`config.mk`:
```
export PLATFORM = sky130hd
export DESIGN_NAME = cache_mem_adapter_flat
export DESIGN_NICKNAME = d
export VERILOG_FILES = /design/src/rtl/cache_pkg.sv /design/src/rtl/cache_mem_adapter_if.sv /design/src/rtl/mm_beat_timer.sv /design/src/rtl/cache_mem_adapter.sv /design/src/flat_wrapper.sv
export SDC_FILE = /design/constraint.sdc
export NUM_CORES = 1
export LEC_CHECK = 0
export ABC_AREA = 0
export ABC_CLOCK_PERIOD_IN_PS = 3090
export CORE_AREA = 2 2 254 256
export DETAILED_ROUTE_END_ITERATION = 10
export DIE_AREA = 0 0 256 258
export GPL_ROUTABILITY_DRIVEN = 1
export PLACE_DENSITY = 0.74
export RECOVER_POWER = 50
export SLEW_MARGIN = 20
export SYNTH_ARGS = -nofsm -noshare
export SYNTH_HDL_FRONTEND = slang
export SYNTH_HIERARCHICAL = 1
export SYNTH_SLANG_ARGS = --single-unit
```
`constraint.sdc`:
```
create_clock -name clk -period 3.09 [get_ports clk]
set_clock_uncertainty 0.05 [all_clocks]
set_input_delay 0.618 -clock clk [delete_from_list [all_inputs] [get_ports clk]]
set_output_delay 0.618 -clock clk [all_outputs]
set_load 0.005 [all_outputs]
```
`src/rtl/cache_pkg.sv`:
```
// Shared types and line geometry for the cache controller and the memory adapter.
package cache_pkg;

    localparam int WORD_W         = 32;
    localparam int WORDS_PER_LINE = 8;
    localparam int LINE_W         = WORDS_PER_LINE * WORD_W;
    localparam int OFFSET_W       = $clog2(LINE_W / 8);

    typedef enum logic [1:0] {
        IDLE  = 2'd0,
        BURST = 2'd1,
        RESP  = 2'd2,
        DRAIN = 2'd3
    } adapter_state_e;

    typedef enum logic {
        OP_READ  = 1'b0,
        OP_WRITE = 1'b1
    } op_e;

endpackage

```
`src/rtl/cache_mem_adapter_if.sv`:
```
// Line-level controller handshake plus word-level main-memory bus seen by the adapter.
interface cache_mem_adapter_if #(
    parameter int WORD_W         = cache_pkg::WORD_W,
    parameter int WORDS_PER_LINE = cache_pkg::WORDS_PER_LINE,
    parameter int ADDR_W         = 32
);

    logic                               mem_read;
    logic                               mem_write;
    logic [ADDR_W-1:0]                  ca_addr;
    logic [WORDS_PER_LINE*WORD_W-1:0]   ca_wdata;
    logic [WORDS_PER_LINE*WORD_W-1:0]   ca_rdata;
    logic                               ca_resp;
    logic                               err;
    logic                               mm_req;
    logic                               mm_we;
    logic [ADDR_W-1:0]                  mm_addr;
    logic [WORD_W-1:0]                  mm_wdata;
    logic [WORD_W-1:0]                  mm_rdata;
    logic                               mm_ack;

    // The adapter masters the memory bus and answers the controller.
    modport master (
        input  mem_read, mem_write, ca_addr, ca_wdata, mm_rdata, mm_ack,
        output ca_rdata, ca_resp, err, mm_req, mm_we, mm_addr, mm_wdata
    );

    modport slave (
        output mem_read, mem_write, ca_addr, ca_wdata, mm_rdata, mm_ack,
        input  ca_rdata, ca_resp, err, mm_req, mm_we, mm_addr, mm_wdata
    );

endinterface

```
`src/rtl/mm_beat_timer.sv`:
```
// Beat index within a line burst and the per-beat ack timeout; both idle at zero outside a burst.
module mm_beat_timer #(
    parameter int WORDS_PER_LINE = 8,
    parameter int TIMEOUT_CYC    = 255
) (
    input  logic                              clk,
    input  logic                              rst,
    input  logic                              i_run,
    input  logic                              i_ack,
    output logic [$clog2(WORDS_PER_LINE)-1:0] o_beat,
    output logic                              o_last_beat,
    output logic                              o_timed_out
);

    localparam int BEAT_W = $clog2(WORDS_PER_LINE);
    localparam int TCNT_W = $clog2(TIMEOUT_CYC + 1);

    logic [BEAT_W-1:0] r_beat;
    logic [TCNT_W-1:0] r_tcnt;

    always_ff @(posedge clk) begin
        if (rst || !i_run) begin
            r_beat <= '0;
            r_tcnt <= '0;
        end else if (i_ack) begin
            r_beat <= r_beat + BEAT_W'(1);
            r_tcnt <= '0;
        end else begin
            r_tcnt <= r_tcnt + TCNT_W'(1);
        end
    end

    assign o_beat      = r_beat;
    assign o_last_beat = (r_beat == BEAT_W'(WORDS_PER_LINE - 1));
    // Fires on the TIMEOUT_CYC-th consecutive ack-less cycle of one beat.
    assign o_timed_out = i_run && !i_ack && (r_tcnt == TCNT_W'(TIMEOUT_CYC - 1));

endmodule

```
`src/rtl/cache_mem_adapter.sv`:
```
// Splits a line fill / write-back into single-word main-memory transfers and returns ca_resp.
module cache_mem_adapter #(
    parameter int WORD_W         = cache_pkg::WORD_W,
    parameter int WORDS_PER_LINE = cache_pkg::WORDS_PER_LINE,
    parameter int ADDR_W         = 32,
    parameter int TIMEOUT_CYC    = 255
) (
    input  logic                 clk,
    input  logic                 rst,
    cache_mem_adapter_if.master  bus
);

    localparam int LINE_BITS  = WORDS_PER_LINE * WORD_W;
    localparam int LINE_OFF_W = $clog2(LINE_BITS / 8);
    localparam int WORD_OFF_W = $clog2(WORD_W / 8);
    localparam int BEAT_W     = $clog2(WORDS_PER_LINE);

    import cache_pkg::*;

    adapter_state_e         r_state;
    adapter_state_e         w_state_nxt;
    op_e                    r_op;
    logic [ADDR_W-1:0]      r_base;
    logic [LINE_BITS-1:0]   r_wline;
    logic [LINE_BITS-1:0]   r_rdata;
    logic                   r_err;

    logic [BEAT_W-1:0]      w_beat;
    logic                   w_last_beat;
    logic                   w_timed_out;
    logic                   w_run;
    logic                   w_beat_done;
    logic                   w_accept_rd;
    logic                   w_accept_wr;
    logic                   w_err_set;
    logic                   w_served_req;
    logic                   w_ca_resp;

    assign w_run        = (r_state == BURST);
    assign w_beat_done  = w_run && bus.mm_ack;
    assign w_served_req = (r_op == OP_WRITE) ? bus.mem_write : bus.mem_read;

    mm_beat_timer #(
        .WORDS_PER_LINE (WORDS_PER_LINE),
        .TIMEOUT_CYC    (TIMEOUT_CYC)
    ) u_timer (
        .clk         (clk),
        .rst         (rst),
        .i_run       (w_run),
        .i_ack       (w_beat_done),
        .o_beat      (w_beat),
        .o_last_beat (w_last_beat),
        .o_timed_out (w_timed_out)
    );

    always_ff @(posedge clk) begin
        if (rst) r_state <= IDLE;
        else     r_state <= w_state_nxt;
    end

    always_comb begin
        w_state_nxt = r_state;
        w_accept_rd = 1'b0;
        w_accept_wr = 1'b0;
        w_err_set   = 1'b0;
        w_ca_resp   = 1'b0;
        case (r_state)
            IDLE: begin
                if (bus.mem_read && bus.mem_write) begin
                    w_err_set = 1'b1;
                end else if (bus.mem_write) begin
                    w_accept_wr = 1'b1;
                    w_state_nxt = BURST;
                end else if (bus.mem_read) begin
                    w_accept_rd = 1'b1;
                    w_state_nxt = BURST;
                end
            end
            BURST: begin
                if (w_beat_done && w_last_beat) begin
                    w_state_nxt = RESP;
                end else if (w_timed_out) begin
                    w_err_set   = 1'b1;
                    w_state_nxt = RESP;
                end
            end
            RESP: begin
                w_ca_resp   = 1'b1;
                w_state_nxt = DRAIN;
            end
            // Hold off until the served request drops so a lingering one is not re-run.
            DRAIN: begin
                if (!w_served_req) w_state_nxt = IDLE;
            end
            default: w_state_nxt = IDLE;
        endcase
    end

    always_ff @(posedge clk) begin
        if (rst) begin
            r_op    <= OP_READ;
            r_base  <= '0;
            r_wline <= '0;
            r_rdata <= '0;
            r_err   <= 1'b0;
        end else begin
            r_err <= w_err_set;
            if (w_accept_rd || w_accept_wr) begin
                r_op   <= w_accept_wr ? OP_WRITE : OP_READ;
                r_base <= {bus.ca_addr[ADDR_W-1:LINE_OFF_W], {LINE_OFF_W{1'b0}}};
            end
            if (w_accept_wr) r_wline <= bus.ca_wdata;
            // Cleared up front so words an aborted fill never reaches read back as zero.
            if (w_accept_rd) r_rdata <= '0;
            if (w_beat_done && (r_op == OP_READ))
                r_rdata[int'(w_beat)*WORD_W +: WORD_W] <= bus.mm_rdata;
        end
    end

    assign bus.mm_req   = w_run;
    assign bus.mm_we    = w_run && (r_op == OP_WRITE);
    assign bus.mm_addr  = r_base + (ADDR_W'(w_beat) << WORD_OFF_W);
    assign bus.mm_wdata = r_wline[int'(w_beat)*WORD_W +: WORD_W];
    assign bus.ca_rdata = r_rdata;
    assign bus.ca_resp  = w_ca_resp;
    assign bus.err      = r_err;

endmodule

```
`src/flat_wrapper.sv`:
```
// flat-port wrapper written by rule: the top's interface ports become plain ports
module cache_mem_adapter_flat import cache_pkg::*;
#(
    parameter int WORD_W         = cache_pkg::WORD_W,
    parameter int WORDS_PER_LINE = cache_pkg::WORDS_PER_LINE,
    parameter int ADDR_W         = 32,
    parameter int TIMEOUT_CYC    = 255
)
  (clk, rst, bus_mem_read, bus_mem_write, bus_ca_addr, bus_ca_wdata, bus_mm_rdata, bus_mm_ack, bus_ca_rdata, bus_ca_resp, bus_err, bus_mm_req, bus_mm_we, bus_mm_addr, bus_mm_wdata);
  cache_mem_adapter_if #(.WORD_W(WORD_W), .WORDS_PER_LINE(WORDS_PER_LINE), .ADDR_W(ADDR_W)) bus_i ();
  input  logic clk;
  input  logic rst;
  input wire logic [$bits(bus_i.mem_read)-1:0] bus_mem_read;
  input wire logic [$bits(bus_i.mem_write)-1:0] bus_mem_write;
  input wire logic [$bits(bus_i.ca_addr)-1:0] bus_ca_addr;
  input wire logic [$bits(bus_i.ca_wdata)-1:0] bus_ca_wdata;
  input wire logic [$bits(bus_i.mm_rdata)-1:0] bus_mm_rdata;
  input wire logic [$bits(bus_i.mm_ack)-1:0] bus_mm_ack;
  output wire logic [$bits(bus_i.ca_rdata)-1:0] bus_ca_rdata;
  output wire logic [$bits(bus_i.ca_resp)-1:0] bus_ca_resp;
  output wire logic [$bits(bus_i.err)-1:0] bus_err;
  output wire logic [$bits(bus_i.mm_req)-1:0] bus_mm_req;
  output wire logic [$bits(bus_i.mm_we)-1:0] bus_mm_we;
  output wire logic [$bits(bus_i.mm_addr)-1:0] bus_mm_addr;
  output wire logic [$bits(bus_i.mm_wdata)-1:0] bus_mm_wdata;
  assign bus_i.mem_read = bus_mem_read;
  assign bus_i.mem_write = bus_mem_write;
  assign bus_i.ca_addr = bus_ca_addr;
  assign bus_i.ca_wdata = bus_ca_wdata;
  assign bus_i.mm_rdata = bus_mm_rdata;
  assign bus_i.mm_ack = bus_mm_ack;
  assign bus_ca_rdata = bus_i.ca_rdata;
  assign bus_ca_resp = bus_i.ca_resp;
  assign bus_err = bus_i.err;
  assign bus_mm_req = bus_i.mm_req;
  assign bus_mm_we = bus_i.mm_we;
  assign bus_mm_addr = bus_i.mm_addr;
  assign bus_mm_wdata = bus_i.mm_wdata;
  cache_mem_adapter #(.WORD_W(WORD_W), .WORDS_PER_LINE(WORDS_PER_LINE), .ADDR_W(ADDR_W), .TIMEOUT_CYC(TIMEOUT_CYC)) u_core (.clk(clk), .rst(rst), .bus(bus_i));
endmodule
```
Word level (Yosys, flattened, before mapping). Index checks and enable logic that the tools add are counted.

Memory bits (writable): 0. Bits in read-only memories: 0. Memories kept: 0. Register bits: 554. Bits in latches: 0.

Equal/unequal tests: 9. $add $sub $neg: 4. Bitwise operators: 1. Divide/modulo/power cells: 0. Mux-type cells: 25. Shifts and indexed selects: 3. Magnitude comparators: 0. $mul: 0. Reduce and logical (&&, ||, !) cells: 14.

Operators with widths (number): $mux W256 (3); $bwmux W256 (1); $shift A32 B33 Y256 const A (1); $shiftx A256 B9 Y32 (1); $shiftx A32 B33 Y256 (1); $neg A8 Y33 (1); $add A32 B5 Y32 (1); $mux W1 (13); $mux W2 (6); $add A8 B1 Y8 const B (1); $eq A8 B8 Y1 const B (1); $pmux W2 S4 (1); $logic_and A1 B1 Y1 (7); $eq A2 B2 Y1 const B (2); $ne A2 B2 Y1 const B (2); $reduce_and A4 Y1 (1); $add A3 B1 Y3 const B (1); $eq A3 B3 Y1 const B (1); $ne A3 B1 Y1 const B (1); $ne A3 B3 Y1 const B (1); $eq A2 B1 Y1 const B (1); $logic_not A1 Y1 (2); $logic_not A2 Y1 (1); $logic_or A1 B1 Y1 (2); other kinds (3) (3).

Longest topological paths before layout. Gate-level depths: netlist of run 1.

Depth after elaboration: 8. Depth in mapped cells: 12.

Hierarchy. Netlist of run 1, hierarchy kept.

Modules (own cells, without submodules): cache_mem_adapter (cells an instance 2668, sequential area each 10870.4 um2, instances 1, area each 22720.5 um2); mm_beat_timer (cells an instance 52, sequential area each 220.2 um2, instances 1, area each 485.5 um2).

Worst setup path after synthesis of run 1. No wires, ideal clock.

Path kind: flip-flop to flip-flop. Start: register u_core.u_timer.r_beat[1], in the netlist u_core/u_timer/o_beat[1]. End: register u_core.r_rdata[225], in the netlist u_core/bus.ca_rdata[225]. Buffers on the path: 5. Data arrival time: 3.063 ns. Path slack: -0.089 ns. Clock period less this slack: 3.179 ns. Cell stages (with the launch flop): 13. Cell sequence: dfxtp_1 -> buf_1 -> clkbuf_1 -> inv_1 -> ha_1 -> ha_1 -> nand4bb_1 -> buf_2 -> or4_1 -> buf_2 -> buf_6 -> mux2_4 -> nor2_2.

Longest elaborated chain between the ends: 4. Elaborated cells on any way between the ends: 5. Those cells by class: add/sub (1); shift (2); mux (2).

Ends and longest elaborated chain: from (decl) (RTL line mm_beat_timer.sv:18) `logic [BEAT_W-1:0] r_beat;`; from (signal assigned) (RTL line mm_beat_timer.sv:26) `r_beat <= r_beat + BEAT_W'(1);`; $neg A8 Y33 * (RTL line cache_mem_adapter.sv:116) `r_rdata[int'(w_beat)*WORD_W +: WORD_W] <= bus.mm_rdata;`; $shiftx A32 B33 Y256 or $shift A32 B33 Y256 (tied branches) (RTL line cache_mem_adapter.sv:116); $bwmux W256 * (RTL line cache_mem_adapter.sv:116); $mux W256 * (RTL line cache_mem_adapter.sv:115) `if (w_beat_done && (r_op == OP_READ))`; to (signal, indexed assignment) (RTL line cache_mem_adapter.sv:116); to (decl) (RTL line cache_mem_adapter.sv:25) `logic [LINE_BITS-1:0] r_rdata;`.

Mark *: on every way between the ends. The rest lies on a longest branch, timed or not. A chain may end at the register's enable or synchronous reset.

Final worst setup path of run 1.
Start: register u_core.u_timer.r_beat[0], in the netlist u_core/u_timer/o_beat[0]. End: output bus_mm_wdata[21].

Longest elaborated chain between the ends: 1.

Ends and longest elaborated chain: $shiftx A256 B9 Y32 (RTL line cache_mem_adapter.sv:123) `assign bus.mm_wdata = r_wline[int'(w_beat)*WORD_W +: WORD_W];`; to (decl) (RTL line flat_wrapper.sv:25) `output wire logic [$bits(bus_i.mm_wdata)-1:0] bus_mm_wdata;`.

No other way between the ends.

==> results.toml, run 1 <==
[status]
outcome = "finished, final reports clean"

[hold_path]
hold_depth = 2
hold_class = "in -> reg"
hold_path_startpoint = "rst"

[pwr]
ir_worst_vdd_mv = 0.4570
swShare_pct = 28.10
cellInternalPower_w = 0.01361
leakagePower_nw = 12.50
clock_power_share_pct = 39.8
p_sw_w = 0.005318
power.density_nw_per_um2 = 569.8
p_comb_share_pct = 18.3
pwr-share-seq_pct = 42.0

[timing]
fin_ws_ns = 0.05237
setup_viol_count_final = 0
slew_viol_final = 0
post-route-period-util_pct = 98.31
slew_headroom_pct = 17.89
hold_viol_final = 0
min_period_ns = 3.038
max_freq_mhz = 329.2
worstMarginPinSlew_ns = 1.232
rsz0062_at_grt = "true"

[floorplanning]
core-area_um2 = 63650
start_util_pct = 36.46
num_rows = 93
die_y_um = 258
die_w_um = 256
io_pins = 649
die_area_um2 = 66050

[drt]
wirelength_um = 85720
viasPerCell = 5.146
detail_route.drc_violations = 0
wl_per_cell_um = 20.39
vias = 21630
dr.pass1.iters = 6
initialDrtViolationCount = 1959
ant_nets = 0

[setup_path]
crit_path_start = "u_core/u_timer/o_beat[0]"
crit_type = "reg -> out"
slowest_delay_ns = 0.56
worstSetupEndpointType = "primary output"
reg2reg_from = "u_core/r_state[0]"
critPathMaxFanout = 6
critPathLaunchType = "flop"
crit_required_ns = 2.42
crit_slowest_cell = "mux4_2"
rrSetupSlack_ns = 0.22
crit_path_cell_trace = "buf_12 > bufbuf_16 > mux4_2 > nand2_2 > nand2_1 > dlygate4sd2_1"
cp_data_arrival_time_ns = 2.37
reg2reg_depth = 7

[clocking]
htree_levels = 2
cts_buffer_depth = 3
cts_tree = "built"
cts.sinks = 554
clk_pin_slew_worst_paths_ns = 0.06
clock-root-buffer = "clkbuf_16"
cts_buffers = 59
clock_latency_ns = 0.61

[grt]
gr-usage-met1_pct = 33.16
grt_pass1_wl_um = 126500
top_usage_layer = "met2"
met3_usage_pct = 4.211
overflow = 0
grt_util_all_layers_pct = 24.84
grt_pass1_vias = 20810
grtUsageMet2_pct = 39.20
antenna_found_initial = 13
grt_max_degree = 100

[logic_synthesis]
synth_flop_cell = "dfxtp_1"
synthTopCellsByArea = "dfxtp_1 (48%), nand2_1 (14%), a21oi_1 (7.6%)"
synth.distinct_cells = 44
synthCells = 2720
synth.top_cell.area_share_pct = 47.79
async_reset_ff_share_pct = 0
yosysWarnings = 6
yosysSeqAreaShare_pct = 47.79
synth_edf_count = 0
syn_avg_cell_area_um2 = 8.532
netlist_area_um2 = 23210
ys_top_cells_by_count = "nand2_1 (896), dfxtp_1 (554), a21oi_1 (351)"
synth.largest_area_cell = "dfxtp_1"
ys_ff_latch = 554
synth_most_common_cell = "nand2_1"

[cells_and_area]
fin_area_um2 = 33220
fillers = 5906
syn2layout_area_growth_pct = 43.15
seq_area_um2 = 11100
nets = 3625
multi_input_area_um2 = 11310
post_route_cells_drive_above_1_share_pct = 14.50

[place]
dpl-instance-area_um2 = 30740
routabilityCongestion = 0.9032
place_ws_ns = 0.2690
detailed_place_hpwl_um = 59580
port_buffers = 641

[flow_run]
cap_violations = 0
worst max-delay path: cells and delay by family, from the launching register on:
| kind | cells | cell delay (ns) |
|---|---|---|
| simple gates | 2 | 0.16 |
| mux | 1 | 0.56 |
| buf+inv | 3 | 0.67 |
| flops | 1 | 0.37 |
layout by cell type, fill, tap and decap left out, types with 62 or more instances in the layout:
master,instances
mux4_2,64
a21oi_1,351
nor2_1,172
dfxtp_1,551
o211ai_1,62
dlygate4sd3_1,185
nand2_1,866
clkdlybuf4s50_1,423
nand3_1,65
mux2_2,111
flip-flops by register name, indices dropped and copies added, names as in the netlist:
register	cells
u_core/u_timer/o_beat	3
u_core/bus.err	1
u_core/r_state	2
u_core/r_base	27
u_core/u_timer/r_tcnt	8
u_core/r_wline	256
u_core/r_op	1
u_core/bus.ca_rdata	256
power by group through the flow:
stage               Clock (W)  Sequential, W  Combinational [W]
finish                0.00753        0.00794            0.00346
global route          0.00793        0.00799            0.00375
CTS                   0.00766        0.00793            0.00352
detailed placement          0        0.00809            0.00343
global placement            0        0.00807            0.00340
floorplan                   0        0.00802            0.00184
metal layers:
metal / vias to the layer above / routed length (um)
li1: 10200 / -
met1: 10350 / 36230
met2: 887 / 39220
met3: 198 / 6381
met4: 2 / 3887
met5: - / 8
worst paths after layout:
| path | endpoint |
|---|---|
| worst max-delay path | bus_mm_wdata[21] |
| worst min-delay path | u_core/bus.ca_rdata[27] |
| worst max register to register | u_core/r_wline[5] |
| worst min register to register | u_core/r_wline[117] |
repair_timing:
item | 4_1_cts | 5_1_grt
setup endpoints to repair | 32 | 19
gates cloned | 6 | 0
pin swaps | 9 | 5
buffers inserted | 19 | 0
gates resized for setup | 107 | 17
hold buffers | 0 | 0
layout make-up:
type	instances	area share, %
Sequential cell	554	33.41
Multi-Input combinational cell	1928	34.05
Clock inverter	29	1.092
Tap cell	855	3.220
Antenna cell	11	0.08286
Clock buffer	81	5.122
Timing Repair Buffer	736	22.91
Inverter	10	0.1130
stage by stage:
stage | utilization (%) | TNS, ns | std cells | hold WS (ns) | power [W]
floorplan | - | 0 | 2721 | 0.3831 | 0.009856
global placement | 48.29 | 0 | 4059 | 0.3886 | 0.01147
detailed placement | 48.29 | 0 | 4059 | 0.3931 | 0.01152
CTS | 52.26 | -0.3914 | 4194 | 0.3523 | 0.01912
global route | 52.19 | -0.03866 | 4203 | 0.3737 | 0.01967
finish | 52.19 | 0 | 4204 | 0.3868 | 0.01893
kinds of logic (layout without fill, tap and decap cells):
family	after synthesis	count (layout)	share of synthesized area, %
simple gates	1230	1230	21.46
flops	554	554	47.79
compound gates	419	419	9.748
mux	261	261	16.07
buf+inv	239	856	4.135
fa+ha+maj	11	11	0.5931
xor+xnor	5	5	0.1887
other cells	1	13	0.01616
No activity file was read; power rests on OpenSTA's default activity.
==> inputs of run 2 (changes only) <==
SETUP_SLACK_MARGIN = 0.3   (was default)
==> run 2 against run 1 <==
  * Die area stayed put
  * Setup slack better by 0.080 ns
  * Sequential share of layout area is 0.52 points lower
  * Power is 0.53% higher
  * Critical path type unchanged
  * Largest cell class unchanged
  * Highest routed layer unchanged
==> results.toml, run 2 (synthesized netlist as in run 1, its figures left out) <==
[cells_and_area]
fin_util_pct = 53.01
post_route_cells_drive_above_1_share_pct = 16.39
layout_commonest_cell = "nand2_1"
nets = 3658
syn2layout_area_growth_pct = 45.39
fin_area_um2 = 33740
layout_common_cells = "nand2_1 (852), dfxtp_1 (551), a21oi_1 (351), clkdlybuf4s50_1 (333), dlygate4sd3_1 (275)"
fillers = 5791

[clocking]
cts_buffers = 60
cts.sinks = 554
cts_tree = "built"
cts_hold_buf = 0
clock-root-buffer = "clkbuf_16"
cts_buffer_depth = 3
clock_latency_ns = 0.61
htree_levels = 2
clk_pin_slew_worst_paths_ns = 0.06

[place]
place_ws_ns = 0.2454
port_buffers = 641
detailed_place_hpwl_um = 60210
routabilityCongestion = 0.9305
dpl-instance-area_um2 = 30730

[timing]
setup_viol_count_final = 0
fin_ws_ns = 0.1320
slew_viol_final = 0
slew_headroom_pct = 5.621
rsz0062_at_grt = "true"
max_freq_mhz = 338.1
tns_ns = 0
hold_viol_final = 0
worstMarginPinSlew_ns = 1.416
post-route-period-util_pct = 95.73
min_period_ns = 2.958

[pwr]
cellInternalPower_w = 0.01370
p_sw_w = 0.005334
clock_power_share_pct = 39.4
pwr-share-seq_pct = 41.8
leakagePower_nw = 13.13
swShare_pct = 28.03
ir_worst_vdd_mv = 0.4503
power.density_nw_per_um2 = 564.0
p_comb_share_pct = 18.8

[setup_path]
slowest_delay_ns = 0.50
crit_slowest_cell = "mux4_2"
critPathLaunchType = "flop"
critPathBufInv = 5
crit_type = "reg -> out"
cp_data_arrival_time_ns = 2.29
worstSetupEndpointType = "primary output"
crit_required_ns = 2.42
critical-path-top-delay-family = "buffers and inverters"
crit_path_cell_trace = "buf_12 > buf_8 > buf_16 > buf_12 > mux4_2 > nand2_1 > nand2_1 > buf_2"
critPathMaxFanout = 6

[drt]
wl_per_cell_um = 20.80
initialDrtViolationCount = 2072
detail_route.drc_violations = 0
dr.pass1.iters = 6
viasPerCell = 5.172
wirelength_um = 88040
ant_nets = 0
vias = 21890

[grt]
overflow = 0
grt_util_all_layers_pct = 25.32
antenna_found_initial = 12
grt_max_degree = 91
grt_pass1_vias = 20720
grt_pass1_wl_um = 129200

[status]
outcome = "finished, final reports clean"

[floorplanning]
die_y_um = 258
num_rows = 93
start_util_pct = 36.46
die_w_um = 256
core-area_um2 = 63650
die_area_um2 = 66050
io_pins = 649

[hold_path]
hold_class = "reg -> reg"

[flow_run]
cap_violations = 0
run 2: layout make-up:
| class | count | area [um2] | area share (%) |
|---|---|---|---|
| flip-flops and latches | 554 | 11100 | 32.90 |
| well taps | 855 | 1070 | 3.171 |
| multi-input cells | 1928 | 11400 | 33.80 |
| diodes | 10 | 25.02 | 0.07417 |
| inverters | 10 | 37.54 | 0.1113 |
| clock buffers | 85 | 1797 | 5.325 |
| repair buffers | 768 | 8049 | 23.86 |
| clock inverters | 23 | 257.7 | 0.7639 |
run 2: path summary, 6_finish.rpt:
kind / startpoint / end / slack (ns) / cells after the start
hold / removal: u_core/r_base[26] / u_core/r_base[26] / 0.40 / 2
hold reg to reg: u_core/r_base[26] / u_core/r_base[26] / 0.40 / 2
setup reg to reg: u_core/r_state[0] / u_core/r_wline[12] / 0.27 / 7
setup / recovery: u_core/u_timer/o_beat[0] / bus_mm_wdata[3] / 0.13 / 8
run 2: per-stage QoR:
stage | hold WS, ns | instances | total power, W
CTS | 0.4023 | 4212 | 0.01918
floorplan | 0.3831 | 2721 | 0.009856
global placement | 0.3885 | 4060 | 0.01148
global route | 0.4154 | 4232 | 0.01978
detailed placement | 0.3940 | 4060 | 0.01153
finish | 0.4003 | 4233 | 0.01903
run 2: repair_timing:
item                                    CTS  global route
buffers inserted                         38             8
resized for setup                       209            33
pin swaps                                27            15
hold endpoints to repair                  0             0
gates cloned                              6             3
endpoints found under the setup margin   36           130
run 2: power groups by stage:
stage          clock network, W  registers [W]  logic [W]
3_3_place_gp                  0        0.00808    0.00340
5_1_grt                 0.00790        0.00801    0.00387
3_5_place_dp                  0        0.00810    0.00343
2_1_floorplan                 0        0.00802    0.00184
6_report                0.00750        0.00795    0.00358
4_1_cts                 0.00763        0.00795    0.00360
run 2: worst min-delay path, delay by kind of cell (launching register included):
family,cells,cell delay (ns)
DFF,1,0.30
and+or+nand+nor,1,0.05
AOI/OAI and AO/OA,1,0.05
run 2: layer usage:
| layer | track usage [%] | vias up | share of wire [%] |
|---|---|---|---|
| met5 | 0 | - | 0.0091 |
| met4 | 11.35 | 2 | 4.5 |
| met3 | 5.369 | 210 | 7.9 |
| met2 | 38.93 | 945 | 45 |
| met1 | 34.25 | 10490 | 43 |
| li1 | - | 10250 | - |
